File: src/rtl/ber_test_controller_if.sv
// ber_test_controller_if
//   Bundles the link and status signals of the BER test controller.
//   master : the controller (drives tx_bit, inj_stop and status)
//   slave  : the link / injector / host side
// Signals:
//   start      host request to begin a test
//   tx_bit     PRBS7 transmit bit to the link
//   rx_bit     received bit returned from the link
//   inj_stop   stop input of the error injector
//   inj_errors cumulative injected-error count from the injector (64 bit)
//   busy       test in progress (SYNC, RUN, DRAIN)
//   done       test finished (DONE)
//   pass       result, valid while done
//   err_count  mismatches counted since RUN entry (64 bit)
//   lock_fail  SYNC timed out
interface ber_test_controller_if;
    logic        start;
    logic        tx_bit;
    logic        rx_bit;
    logic        inj_stop;
    logic [63:0] inj_errors;
    logic        busy;
    logic        done;
    logic        pass;
    logic [63:0] err_count;
    logic        lock_fail;

    modport master (
        input  start, rx_bit, inj_errors,
        output tx_bit, inj_stop, busy, done, pass, err_count, lock_fail
    );

    modport slave (
        output start, rx_bit, inj_errors,
        input  tx_bit, inj_stop, busy, done, pass, err_count, lock_fail
    );
endinterface

File: src/rtl/ber_test_controller.sv
// ber_test_controller
//   PRBS7 bit-error-rate test controller. Transmits a free-running PRBS7
//   stream, locks a checker onto the returned stream, counts bit errors over
//   a fixed measurement window with the injector enabled, drains the link,
//   and compares the measured count with the injector's own count.
// Ports:
//   clock  rising-edge clock, one bit per cycle
//   reset  synchronous, active-high
//   bus    ber_test_controller_if.master (start, tx_bit, rx_bit, inj_stop,
//          inj_errors, busy, done, pass, err_count, lock_fail)
// Configuration:
//   BER_TEST_LOCK_TIMEOUT_EN  when defined, SYNC gives up after LOCK_TIMEOUT
//                             cycles and reports lock_fail; otherwise SYNC
//                             waits indefinitely and lock_fail is tied 0.
module ber_test_controller #(
    parameter int unsigned LOCK_CYCLES  = 16,
    parameter int unsigned RUN_CYCLES   = 1000,
    parameter int unsigned DRAIN_CYCLES = 16,
    parameter int unsigned LOCK_TIMEOUT = 1024
) (
    input  logic                         clock,
    input  logic                         reset,
    ber_test_controller_if.master        bus
);
    localparam int unsigned MW = $clog2(LOCK_CYCLES + 1);
    localparam int unsigned RW = (RUN_CYCLES   > 1) ? $clog2(RUN_CYCLES)   : 1;
    localparam int unsigned DW = (DRAIN_CYCLES > 1) ? $clog2(DRAIN_CYCLES) : 1;

    typedef enum logic [2:0] {
        S_IDLE,
        S_SYNC,
        S_RUN,
        S_DRAIN,
        S_DONE
    } state_t;

    state_t        r_state;
    logic [6:0]    r_lfsr;
    logic [6:0]    r_chk;
    logic [MW-1:0] r_match;
    logic [RW-1:0] r_run;
    logic [DW-1:0] r_drain;
    logic [63:0]   r_err;
    logic [63:0]   r_inj_base;
    logic          r_busy;
    logic          r_done;
    logic          r_pass;
    logic          r_inj_stop;

    logic          w_pred;
    logic          w_miss;
    logic          w_match_ok;
    logic          w_lock;
    logic [63:0]   w_err_next;

    assign w_pred = r_chk[6] ^ r_chk[5];
    assign w_miss = (bus.rx_bit != w_pred);
    // An all-zero checker is the PRBS lock-up state: it predicts 0 forever,
    // so a dead (stuck-at-0) link must not be mistaken for lock.
    assign w_match_ok = !w_miss && (r_chk != '0);
    assign w_lock     = w_match_ok && (r_match == MW'(LOCK_CYCLES - 1));
    // Saturating increment; also used for the DONE-entry pass compare so a
    // mismatch on the final DRAIN cycle is included.
    assign w_err_next = (w_miss && (r_err != '1)) ? r_err + 64'd1 : r_err;

`ifdef BER_TEST_LOCK_TIMEOUT_EN
    localparam int unsigned TW = (LOCK_TIMEOUT > 1) ? $clog2(LOCK_TIMEOUT) : 1;
    logic [TW-1:0] r_sync_cnt;
    logic          r_lock_fail;
    logic          w_timeout;
    assign w_timeout     = (r_sync_cnt == TW'(LOCK_TIMEOUT - 1));
    assign bus.lock_fail = r_lock_fail;
`else
    logic w_unused_timeout;
    assign w_unused_timeout = (LOCK_TIMEOUT == 0);
    assign bus.lock_fail    = 1'b0;
`endif

    // Transmit generator runs in every state.
    always_ff @(posedge clock) begin
        if (reset) begin
            r_lfsr <= 7'h7F;
        end else begin
            r_lfsr <= {r_lfsr[5:0], r_lfsr[6] ^ r_lfsr[5]};
        end
    end

    always_ff @(posedge clock) begin
        if (reset) begin
            r_state    <= S_IDLE;
            r_chk      <= '0;
            r_match    <= '0;
            r_run      <= '0;
            r_drain    <= '0;
            r_err      <= '0;
            r_inj_base <= '0;
            r_busy     <= 1'b0;
            r_done     <= 1'b0;
            r_pass     <= 1'b0;
            r_inj_stop <= 1'b1;
`ifdef BER_TEST_LOCK_TIMEOUT_EN
            r_sync_cnt  <= '0;
            r_lock_fail <= 1'b0;
`endif
        end else begin
            case (r_state)
                S_IDLE, S_DONE: begin
                    if (bus.start) begin
                        r_state <= S_SYNC;
                        r_busy  <= 1'b1;
                        r_done  <= 1'b0;
                        r_match <= '0;
`ifdef BER_TEST_LOCK_TIMEOUT_EN
                        r_sync_cnt  <= '0;
                        r_lock_fail <= 1'b0;
`endif
                    end
                end
                S_SYNC: begin
                    r_chk   <= {r_chk[5:0], bus.rx_bit};
                    r_match <= w_match_ok ? r_match + MW'(1) : '0;
`ifdef BER_TEST_LOCK_TIMEOUT_EN
                    r_sync_cnt <= r_sync_cnt + TW'(1);
`endif
                    if (w_lock) begin
                        r_state    <= S_RUN;
                        r_inj_stop <= 1'b0;
                        r_err      <= '0;
                        r_inj_base <= bus.inj_errors;
                        r_run      <= RW'(RUN_CYCLES - 1);
                    end
`ifdef BER_TEST_LOCK_TIMEOUT_EN
                    else if (w_timeout) begin
                        r_state     <= S_DONE;
                        r_busy      <= 1'b0;
                        r_done      <= 1'b1;
                        r_pass      <= 1'b0;
                        r_err       <= '0;
                        r_lock_fail <= 1'b1;
                    end
`endif
                end
                S_RUN: begin
                    r_chk <= {r_chk[5:0], w_pred};
                    r_err <= w_err_next;
                    if (r_run == '0) begin
                        r_state    <= S_DRAIN;
                        r_inj_stop <= 1'b1;
                        r_drain    <= DW'(DRAIN_CYCLES - 1);
                    end else begin
                        r_run <= r_run - RW'(1);
                    end
                end
                S_DRAIN: begin
                    r_chk <= {r_chk[5:0], w_pred};
                    r_err <= w_err_next;
                    if (r_drain == '0) begin
                        r_state <= S_DONE;
                        r_busy  <= 1'b0;
                        r_done  <= 1'b1;
                        r_pass  <= (w_err_next == (bus.inj_errors - r_inj_base));
                    end else begin
                        r_drain <= r_drain - DW'(1);
                    end
                end
                default: r_state <= S_IDLE;
            endcase
        end
    end

    assign bus.tx_bit    = r_lfsr[6];
    assign bus.inj_stop  = r_inj_stop;
    assign bus.busy      = r_busy;
    assign bus.done      = r_done;
    assign bus.pass      = r_pass;
    assign bus.err_count = r_err;
endmodule
File: src/flat_wrapper.sv
// flat-port wrapper written by rule: the top's interface ports become plain ports
module ber_test_controller_flat 
#(
    parameter int unsigned LOCK_CYCLES  = 16,
    parameter int unsigned RUN_CYCLES   = 1000,
    parameter int unsigned DRAIN_CYCLES = 16,
    parameter int unsigned LOCK_TIMEOUT = 1024
)
  (clock, reset, bus_start, bus_rx_bit, bus_inj_errors, bus_tx_bit, bus_inj_stop, bus_busy, bus_done, bus_pass, bus_err_count, bus_lock_fail);
  ber_test_controller_if bus_i ();
  input  logic clock;
  input  logic reset;
  input wire logic [$bits(bus_i.start)-1:0] bus_start;
  input wire logic [$bits(bus_i.rx_bit)-1:0] bus_rx_bit;
  input wire logic [$bits(bus_i.inj_errors)-1:0] bus_inj_errors;
  output wire logic [$bits(bus_i.tx_bit)-1:0] bus_tx_bit;
  output wire logic [$bits(bus_i.inj_stop)-1:0] bus_inj_stop;
  output wire logic [$bits(bus_i.busy)-1:0] bus_busy;
  output wire logic [$bits(bus_i.done)-1:0] bus_done;
  output wire logic [$bits(bus_i.pass)-1:0] bus_pass;
  output wire logic [$bits(bus_i.err_count)-1:0] bus_err_count;
  output wire logic [$bits(bus_i.lock_fail)-1:0] bus_lock_fail;
  assign bus_i.start = bus_start;
  assign bus_i.rx_bit = bus_rx_bit;
  assign bus_i.inj_errors = bus_inj_errors;
  assign bus_tx_bit = bus_i.tx_bit;
  assign bus_inj_stop = bus_i.inj_stop;
  assign bus_busy = bus_i.busy;
  assign bus_done = bus_i.done;
  assign bus_pass = bus_i.pass;
  assign bus_err_count = bus_i.err_count;
  assign bus_lock_fail = bus_i.lock_fail;
  ber_test_controller #(.LOCK_CYCLES(LOCK_CYCLES), .RUN_CYCLES(RUN_CYCLES), .DRAIN_CYCLES(DRAIN_CYCLES), .LOCK_TIMEOUT(LOCK_TIMEOUT)) u_core (.clock(clock), .reset(reset), .bus(bus_i));
endmodule
File: config.mk
export PLATFORM = sky130hd
export DESIGN_NAME = ber_test_controller_flat
export DESIGN_NICKNAME = d
export VERILOG_FILES = /design/src/rtl/ber_test_controller_if.sv /design/src/rtl/ber_test_controller.sv /design/src/flat_wrapper.sv
export SDC_FILE = /design/constraint.sdc
export NUM_CORES = 1
export LEC_CHECK = 0
export BUFFER_PORTS_ARGS = -buffer_cell sky130_fd_sc_hd__buf_2
export CAP_MARGIN = 5
export CORE_AREA = 2 2 153 155
export DETAILED_ROUTE_END_ITERATION = 10
export DIE_AREA = 0 0 155 157
export GPL_TIMING_DRIVEN = 0
export PLACE_DENSITY = 0.8
export SYNTH_ARGS = -nofsm -noshare
export SYNTH_HDL_FRONTEND = slang
export SYNTH_SLANG_ARGS = --single-unit
File: constraint.sdc
create_clock -name clock -period 6.38 [get_ports clock]
set_input_delay 1.276 -clock clock [delete_from_list [all_inputs] [get_ports clock]]
set_output_delay 1.276 -clock clock [all_outputs]
set_load 0.01 [all_outputs]
* Word-level counts from Yosys, hierarchy flattened
Index checks and enable logic that the tools add are counted.
Cells by class: add/subtract/negate cells 5, reductions and logical operators 24, bitwise operators 2, mux-type cells 27, eq/ne operators 14
Operators with widths (count):
- 2-to-1 mux 64 bit | 2
- one-hot mux 64 bit (2 select lines) | 1
- adder 64 x 1 -> 64 bit (second input constant) | 1
- equality test 64 bit | 1
- inequality test 64 bit (second input constant) | 1
- subtractor 64 bit | 1
- 2-to-1 mux 10 bit | 2
- one-hot mux 10 bit (2 select lines) | 1
- one-hot mux 7 bit (2 select lines) | 1
- 2-to-1 mux 3 bit | 4
- one-hot mux 3 bit (4 select lines) | 1
- AND reduction 3 bit | 4
- logical NOT 10 bit | 1
- 2-to-1 mux 5 bit | 2
- one-hot mux 5 bit (2 select lines) | 1
- nonzero test 2 bit | 5
- subtractor 10 x 1 -> 10 bit (second input constant) | 1
- 2-to-1 mux 4 bit | 2
- one-hot mux 4 bit (2 select lines) | 1
- AND reduction 2 bit | 4
- nonzero test 7 bit | 1
- equality test 3 x 2 -> 1 bit (second input constant) | 2
- 2-to-1 mux 1 bit | 6
- inequality test 2 x 1 -> 1 bit (second input constant) | 3
- other kinds (15) | 23
Storage, ports and cells: logic and storage cells 84, bits in registers 168, input port bits 68

* Depth between registers and ports, before layout
Gate-level depths: netlist (run 1).
depth in word-level cells 7, mapped depth 15, gate-level depth less buffers 15

* Worst setup path after synthesis (run 1)
OpenSTA, ideal clock, no wires.
path type input to register, start point input port bus_inj_errors[0], end point register u_core.r_pass (netlist: u_core.bus.pass), stages 15, setup time 0.059 ns, data required time 6.321 ns, slack 1.233 ns, path buffers 0, arrival 5.088 ns, cell sequence inv_1 ha_1 fa_1 nand2b_1 a21oi_1 a2bb2oi_1 a2111oi_0 nor4_1 o21ai_1 a31oi_1 xnor2_1 a2111o_1 or4_1 or4_1 nand2_1
On the way: cells in the longest elaborated chain, start to end 2
RTL lines:
- start, declared | line flat_wrapper.sv:15 | input wire logic [$bits(bus_i.inj_errors)-1:0] bus_inj_errors;
- subtractor 64 bit | line ber_test_controller.sv:161 | r_pass <= (w_err_next == (bus.inj_errors - r_inj_base));
- equality test 64 bit | line ber_test_controller.sv:161
- end signal, assigned | line ber_test_controller.sv:161
- end, declared | line ber_test_controller.sv:47 | logic r_pass;
No other way between the ends. A chain may end at the register's enable or synchronous reset.

* Final worst setup path (run 1)
Same ends and word-level chain as after synthesis.

==> flow_summary.yaml, run 1 <==
yosys:
  synth-xor-area-share_pct: 11.7
  yosysSeqAreaShare_pct: 25.0
  ys_types: 85
  syn_avg_cell_area_sq_um: 7.16
  synth_top_family_by_area: "simple AND/OR/NAND/NOR gates"
  yosysWarningCount: 0
  synthTopCellsByArea: "dfxtp_1 25%, xnor2_1 8.8%, a21oi_1 8.6%, nand2_1 8.1%, ha_1 6.4%"
  synthFlopType: "dfxtp_1"
  synth_edf_count: 0
  async_reset_ff_share_pct: 0
  synth_mux_area_share_pct: 0.372
  synth_simple_gate_area_share_pct: 27.4
  synth_top_area_cell: "dfxtp_1"
  synth.top_cell.area_share_pct: 25.0
  postSynthCellCount: 1879
  yosys.area_share.adder_pct: 6.56
  synth-compound-area-share_pct: 23.4
  synth-seq-cells: 168
  synthesis.area_sq_um: 13500
  syn_nets: 2017
grt:
  antenna_found_initial: 0
  track_usage_pct: 37.2
  grt_pass1_vias: 13236
  grt_pass1_wl_um: 71900
  overflow: 0
  grt_max_degree: 17
placement:
  place_congestion: 0.989
  dp_hpwl_um: 35500
  portBuffers: 135
  place_inst: 2299
setup_path:
  critPathRequiredTime_ps: 6770
  path_delay_family: "simple AND/OR/NAND/NOR gates"
  cp_slowest_cell: "a2111oi_1"
  cp-start-kind: "primary input"
  crit_path_end_kind: "flop"
  cp_cell_sequence: "buf_2, inv_1, ha_1, fa_1, nor2b_1, o2111ai_1, a2111oi_1, o311a_1, o21a_1, xor2_1, nor2_1, nor4b_1, nand4_1, or4_1, or4_1, nand2_1"
  crit_arrival_ps: 6510
  worstPathBufferInverterCount: 2
  rr_worst_depth: 13
  crit_top_cell: "or4_1"
  r2r_slack_ps: 810
  crit-reg2reg-capture: "u_core.bus.pass$_SDFFE_PP0P_"
  crit_fanout: 3
  slowest_delay_ps: 780
  r2r_start: "u_core.bus.err_count[45]$_SDFFE_PP0P_"
  path_class: "primary input to flop"
hold_path:
  hp-class: "flop to flop"
  hold_depth: 1
  hold_path_end: "u_core.r_lfsr[4]$_SDFF_PP1_"
  hp-start: "u_core.r_lfsr[3]$_SDFF_PP1_"
die:
  start_util_pct: 59.8
  io_pins: 138
  die_h_um: 157
  die_area_sq_um: 24300
  core-area_sq_um: 22500
  die_w_um: 155
  row_count: 55
cells_and_area:
  syn2layout_area_growth_pct: 11.9
  final_common_cell: "nand2_1"
  final_nets: 2171
  multi_input_area_sq_um: 9350
  n_fill_cell: 2029
  diodes: 0
  final_cells: 2330
  final-seq-area_sq_um: 3360
  layout-drive-gt1-share_pct: 9.78
  layout_common_cells: "290 x nand2_1, 230 x a21oi_1, 168 x dfxtp_1, 145 x nor2_1, 143 x buf_2"
clock_network:
  cts.sinks: 168
  h-tree-depth: 4
  tritoncts: "done"
  clockBufferDepth: 2
  hold_buffers: 0
  clkTransAtPathRegs_ps: 80
  cts_root_buffer: "clkbuf_16"
  cts_buffers: 17
  insertion_delay_ps: 440
drt:
  vias: 14848
  vias_per_cell: 6.37
  wl_um: 46100
  drc_errors: 0
  drt_first_pass_iters: 6
  wl_per_cell_um: 19.8
  drt.antenna.violating_nets: 0
  drt_first_iter_violations: 1961
outcome:
  outcome: "finished clean"
sta:
  period_share_pct: 96.0
  clock_skew_ps: 14.6
  holdWs_ps: 411
  setup_violations: 0
  slew_viol_final: 0
  rsz0062_at_grt: "no"
  fmax_mhz: 163
  tightestPinTransition_ps: 1190
  fin_crit_ps: 6120
  report.final.hold_viol_count: 0
  maxSlewHeadroom_pct: 20.5
power:
  cellPowerDensity_nw_per_um2: 211
  leakage_nw: 5.42
  peakVddDrop_mv: 0.211
job:
  maxCapViolations: 0
timing repair:
item	CTS	global route
endpoints found under the setup margin	0	1
gates resized for setup	0	1
buffers inserted	0	0
cell type report:
type | count | share of cell area (%)
Buffer | 106 | 2.73
Clock inverter | 13 | 0.930
Sequential cell | 168 | 22.3
Multi-Input combinational cell | 1515 | 62.1
Inverter | 90 | 2.24
Timing Repair Buffer | 135 | 4.48
Clock buffer | 18 | 2.85
Tap cell | 285 | 2.37
synth_stat cells, types with 11 or more instances:
master and instances:
nand2_1 290, a21oi_1 230, dfxtp_1 168, nor2_1 145, xnor2_1 135, clkbuf_1 95
inv_1 90, o21ai_0 81, ha_1 69, nand4_1 51, nand3_1 44, nor3_1 42
xor2_1 35, and3_1 31, a21o_1 29, or3_1 24, and2_1 21, a31oi_1 19
nor4_1 19, a211oi_1 17, o211ai_1 17, o21a_1 14, nand2b_1 12, o31ai_1 12
a311oi_1 11, nor2b_1 11
power by group:
| part | internal [mW] | total [mW] | leakage, nW | switching, mW |
|---|---|---|---|---|
| sequential | 1.08 | 1.11 | 1.36 | 0.0270 |
| clock | 0.548 | 1.05 | 0.270 | 0.505 |
| combinational | 0.317 | 1.01 | 3.79 | 0.692 |
registers in the layout (all words and copies together), names as in the netlist:
register	flops
u_core.bus.done	1
u_core.r_drain	4
u_core.bus.err_count	64
u_core.r_inj_base	64
u_core.bus.busy	1
u_core.r_state	3
u_core.r_lfsr	7
u_core.r_chk	7
u_core.r_run	10
u_core.r_match	5
u_core.bus.inj_stop	1
u_core.bus.pass	1
per-stage QoR:
| step | TNS, ps | total power, mW | setup WS, ps | utilization [%] | area [sq um] |
|---|---|---|---|---|---|
| detailed placement | -185 | 2.09 | -185 | 64.4 | 14500 |
| floorplan | 0 | 1.79 | 1230 | - | 13500 |
| finish | 0 | 3.17 | 255 | 67.0 | 15100 |
| global placement | -299 | 2.08 | -299 | 64.4 | 14500 |
| CTS | 0 | 3.13 | 208 | 66.9 | 15100 |
| global route | 0 | 3.29 | 124 | 67.0 | 15100 |
kinds of logic (layout without fill, tap and decap cells):
group                      count (synthesis)  count (layout)
other                                      1               1
buffers and inverters                    196             362
DFF                                      168             168
xor gates and xnor gates                 174             174
and+or+nand+nor                          758             758
adders and majority gates                 70              70
muxes                                      5               5
AOI/OAI and AO/OA                        507             507
layer usage:
layer | track usage, % | vias to the layer above | routed length (um) | share of wire, %
li1 | - | 7007 | - | -
met1 | 52.0 | 6913 | 19500 | 42
met2 | 57.7 | 802 | 20000 | 43
met3 | 6.00 | 126 | 4660 | 10
met4 | 14.6 | 0 | 1880 | 4.1
met5 | 0 | - | 0 | 0
worst max path at each step:
| stage | from | to | cells past startpoint | slack (ps) |
|---|---|---|---|---|
| 2_1_floorplan | bus_inj_errors[0] | u_core.bus.pass$_SDFFE_PP0P_ | 15 | 1230 |
| 3_3_place_gp | bus_inj_errors[0] | u_core.bus.pass$_SDFFE_PP0P_ | 16 | -300 |
| 3_5_place_dp | bus_inj_errors[0] | u_core.bus.pass$_SDFFE_PP0P_ | 16 | -190 |
| 4_1_cts | bus_inj_errors[0] | u_core.bus.pass$_SDFFE_PP0P_ | 16 | 210 |
| 5_1_grt | bus_inj_errors[0] | u_core.bus.pass$_SDFFE_PP0P_ | 16 | 120 |
| 6_report | bus_inj_errors[0] | u_core.bus.pass$_SDFFE_PP0P_ | 16 | 260 |
(Power assumes the default switching activity.)
==> run 2: changes to the inputs <==
- CTS_BUF_LIST: not set -> sky130_fd_sc_hd__clkbuf_2
- clock period: 6.38 -> 5.8 ns (I/O delays scaled with it)
==> flow_summary.yaml, run 2 (synthesized netlist as in run 1, its figures left out) <==
job:
  maxCapViolations: 0
drt:
  wl_um: 45900
  wl_per_cell_um: 19.7
  drc_errors: 0
  vias_per_cell: 6.36
  drt_first_pass_iters: 8
  drt.antenna.violating_nets: 0
  drt_first_iter_violations: 1895
  vias: 14831
clock_network:
  cts.sinks: 168
  clockBufferDepth: 2
  cts_buffers: 17
  h-tree-depth: 4
  cts_root_buffer: "clkbuf_2"
  post_cts_buffers: 0
  tritoncts: "done"
  clkTransAtPathRegs_ps: 310
  insertion_delay_ps: 840
sta:
  slew_viol_final: 0
  report.final.hold_viol_count: 0
  fin_crit_ps: 5620
  rsz0062_at_grt: "no"
  maxSlewHeadroom_pct: 24.0
  fmax_mhz: 178
  period_share_pct: 96.8
  clock_skew_ps: 53.6
  setup_violations: 0
  tns_ps: 0
  setup_ws_ps: 184
  tightestPinTransition_ps: 1140
setup_path:
  r2r_slack_ps: 240
  crit_arrival_ps: 6390
  cp-start-kind: "primary input"
  critPathRequiredTime_ps: 6580
  crit_fanout: 3
  crit_path_end_kind: "flop"
  path_class: "primary input to flop"
cells_and_area:
  layout_common_cells: "290 x nand2_1, 230 x a21oi_1, 168 x dfxtp_1, 145 x nor2_1, 143 x buf_2"
  layout-drive-gt1-share_pct: 9.83
  fin_util_pct: 65.5
  syn2layout_area_growth_pct: 9.48
  final_common_cell: "nand2_1"
  final_nets: 2171
  final_cells: 2331
placement:
  portBuffers: 135
  place_congestion: 0.989
  place_ws_ps: -649
  dp_hpwl_um: 35500
  place_inst: 2299
outcome:
  outcome: "finished clean"
grt:
  antenna_found_initial: 1
  grt_pass1_wl_um: 71600
  grt_max_degree: 17
  grt_pass1_vias: 13202
  track_usage_pct: 37.1
  overflow: 0
die:
  die_w_um: 155
  io_pins: 138
  start_util_pct: 59.8
  core-area_sq_um: 22500
  row_count: 55
  die_area_sq_um: 24300
  die_h_um: 157
power:
  cellPowerDensity_nw_per_um2: 204
  peakVddDrop_mv: 0.233
  leakage_nw: 5.28
hold_path:
  hp-class: "flop to flop"
==> run 2: cell types whose count changed in the layout (fill, tap and decap cells not counted), sizes merged <==
cell,before,now
diode,0,1
==> run 2: layout make-up <==
type | instances | area, sq um
fill | 2086 | 7760
timing repair buffer | 135 | 676
tap | 285 | 357
multi-input combinational | 1515 | 9360
clock buffer | 18 | 90.1
sequential | 168 | 3360
antenna | 1 | 2.50
buffer | 106 | 412
clock inverter | 13 | 140
inverter | 90 | 338
==> run 2: what timing repair did <==
| item | in CTS | in global routing |
|---|---|---|
| resized for setup | 0 | 2 |
| endpoints found under the setup margin | 0 | 1 |
| hold buffers | 0 | 0 |
==> run 2: worst paths after layout <==
check	cells after the start	to	from
setup / recovery	16	u_core.bus.pass$_SDFFE_PP0P_	bus_inj_errors[0]
hold / removal	1	u_core.r_lfsr[1]$_SDFF_PP1_	u_core.r_lfsr[0]$_SDFF_PP1_
hold reg to reg	1	u_core.r_lfsr[1]$_SDFF_PP1_	u_core.r_lfsr[0]$_SDFF_PP1_
setup reg to reg	14	u_core.bus.pass$_SDFFE_PP0P_	u_core.bus.err_count[45]$_SDFFE_PP0P_
==> run 2: worst max-delay path, cell delays in order <==
cell,delay (ps)
buf_2,80
inv_1,50
ha_1,200
fa_1,440
nor2b_1,140
o2111ai_1,230
a2111oi_1,790
o311a_1,370
o21a_1,180
xor2_1,260
nor2_1,120
nor4b_1,740
nand4_1,290
or4_1,630
or4_1,610
nand2_1,100
==> run 2: report_power, final <==
part	internal, mW	switching (mW)
sequential	1.20	0.0293
clock	0.169	0.499
combinational	0.348	0.757
total	1.71	1.29
==> run 2: layer usage <==
metal | vias up | part of all wire [%] | GRT usage [%]
li1 | 6999 | - | -
met5 | - | 0 | 0
met1 | 6884 | 43 | 52.1
met2 | 810 | 43 | 57.3
met4 | 0 | 4.1 | 14.9
met3 | 138 | 9.9 | 5.51
==> run 2: through the flow <==
step	cell area (sq um)	hold WS, ps	total power, mW
after global placement	14500	394	2.29
after CTS	14700	434	2.96
after detailed placement	14500	398	2.30
after floorplan	13500	389	1.97
after global routing	14700	445	3.14
final	14700	422	3.00
==> run 3: changes to the inputs <==
- CELL_PAD_IN_SITES_DETAIL_PLACEMENT: not set -> 2
- CELL_PAD_IN_SITES_GLOBAL_PLACEMENT: not set -> 2
- CORE_AREA: 2 2 153 155 -> 2 2 200 202
- DIE_AREA: 0 0 155 157 -> 0 0 202 204
- PLACE_DENSITY: 0.8 -> not set
- PLACE_DENSITY_LB_ADDON: not set -> 0.1
==> flow_summary.yaml, run 3 (synthesized netlist as in run 1, its figures left out) <==
clock_network:
  clockBufferDepth: 2
  tritoncts: "done"
  hold_buffers: 0
  cts.sinks: 168
  clkTransAtPathRegs_ps: 330
  insertion_delay_ps: 1110
  cts_buffers: 17
  cts_root_buffer: "clkbuf_2"
  h-tree-depth: 4
sta:
  tns_ps: 0
  fin_crit_ps: 5750
  slew_viol_final: 0
  rsz0062_at_grt: "no"
  fmax_mhz: 174
  maxSlewHeadroom_pct: 22.2
  report.final.hold_viol_count: 0
  clock_skew_ps: 58.1
  setup_violations: 0
  period_share_pct: 99.1
  setup_ws_ps: 50.9
  tightestPinTransition_ps: 1170
drt:
  wl_um: 58500
  drt_first_iter_violations: 799
  vias_per_cell: 5.72
  vias: 14713
  drc_errors: 0
  drt_first_pass_iters: 5
  drt.antenna.violating_nets: 0
  wl_per_cell_um: 22.7
setup_path:
  crit_arrival_ps: 6840
  path_class: "flop to flop"
  crit_path_end_kind: "flop"
  crit_fanout: 7
  crit-reg2reg-capture: "u_core.bus.pass$_SDFFE_PP0P_"
  rr_worst_depth: 15
  critPathRequiredTime_ps: 6890
  r2r_start: "u_core.r_inj_base[15]$_SDFFE_PP0P_"
  cp-start-kind: "flop"
  r2r_slack_ps: 50
hold_path:
  hp-class: "primary input to flop"
  hp-start: "bus_inj_errors[0]"
  hold_path_end: "u_core.r_inj_base[0]$_SDFFE_PP0P_"
  hold_depth: 3
die:
  start_util_pct: 34.4
  core-area_sq_um: 39200
  row_count: 73
  die_h_um: 204
  die_w_um: 202
  io_pins: 138
  die_area_sq_um: 41200
job:
  maxCapViolations: 0
placement:
  portBuffers: 135
  place_ws_ps: -1130
  dp_hpwl_um: 46400
  place_congestion: 0.874
  place_inst: 2539
  placed_area_sq_um: 14800
cells_and_area:
  final_nets: 2171
  final_cell_area_sq_um: 15100
  layout_common_cells: "290 x nand2_1, 230 x a21oi_1, 168 x dfxtp_1, 145 x nor2_1, 143 x buf_2"
  final_common_cell: "nand2_1"
  layout-drive-gt1-share_pct: 10.0
  n_fill_cell: 4723
  syn2layout_area_growth_pct: 12.1
  final_cells: 2574
grt:
  grt_pass1_vias: 15354
  overflow: 0
  grt_max_degree: 19
  track_usage_pct: 28.3
  grt_pass1_wl_um: 89500
  antenna_found_initial: 2
outcome:
  outcome: "finished clean"
power:
  cellPowerDensity_nw_per_um2: 210
  peakVddDrop_mv: 0.179
  leakage_nw: 5.31
## run 3: final cells by class
cell class	instances	area [sq um]	share of cell area, %
diodes	3	7.51	0.0497
plain buffers	106	412	2.73
clock buffers	17	85.1	0.564
clock inverters	15	188	1.24
inverters	90	338	2.24
multi-input cells	1515	9370	62.1
flip-flops and latches	168	3360	22.3
well taps	525	657	4.35
repair buffers	135	676	4.48
## run 3: power by group
group	internal (mW)	total [mW]	switching, mW
sequential	1.20	1.23	0.0319
clock	0.189	0.773	0.584
combinational	0.350	1.17	0.823
## run 3: worst max path at each step
stage	from	endpoint
floorplan	bus_inj_errors[0]	u_core.bus.pass$_SDFFE_PP0P_
CTS	u_core.bus.err_count[26]$_SDFFE_PP0P_	u_core.bus.pass$_SDFFE_PP0P_
detailed placement	bus_inj_errors[0]	u_core.bus.pass$_SDFFE_PP0P_
finish	u_core.r_inj_base[15]$_SDFFE_PP0P_	u_core.bus.pass$_SDFFE_PP0P_
global placement	bus_inj_errors[0]	u_core.bus.pass$_SDFFE_PP0P_
global route	u_core.bus.err_count[45]$_SDFFE_PP0P_	u_core.bus.pass$_SDFFE_PP0P_
## run 3: worst max-delay path, cell delays in order, from the launching register on
cell       delay (ps)
dfxtp_1           410
inv_1              50
ha_1              260
clkbuf_1          360
nand4_1           190
nor2_1            270
nand3_1           230
a2111oi_1         710
o31ai_1           350
a21oi_1           330
xnor2_1           200
a2111oi_1         780
nand4_1           290
or4_1             620
or4_1             560
nand2_1           100
## run 3: through the flow
step                util (%)  power [mW]  hold WS (ps)
detailed placement      37.8        2.41           400
global placement        37.8        2.36           393
CTS                     38.5        3.19           129
global route            38.5        3.36           165
floorplan                  -        1.97           389
finish                  38.5        3.18           246
## run 3: per-layer routing
| metal | part of all wire, % | vias up | routed length, um | global-route usage (%) |
|---|---|---|---|---|
| li1 | - | 6990 | - | - |
| met1 | 45 | 7363 | 26400 | 35.6 |
| met2 | 48 | 268 | 28000 | 48.5 |
| met3 | 3.6 | 92 | 2090 | 4.78 |
| met4 | 3.4 | 0 | 1980 | 10.7 |
| met5 | 0 | - | 0 | 0 |
## run 3: timing repair
action                                  4_1_cts  5_1_grt
buffers inserted                              0        0
endpoints found under the setup margin        1        1
gates resized for setup                       3        1
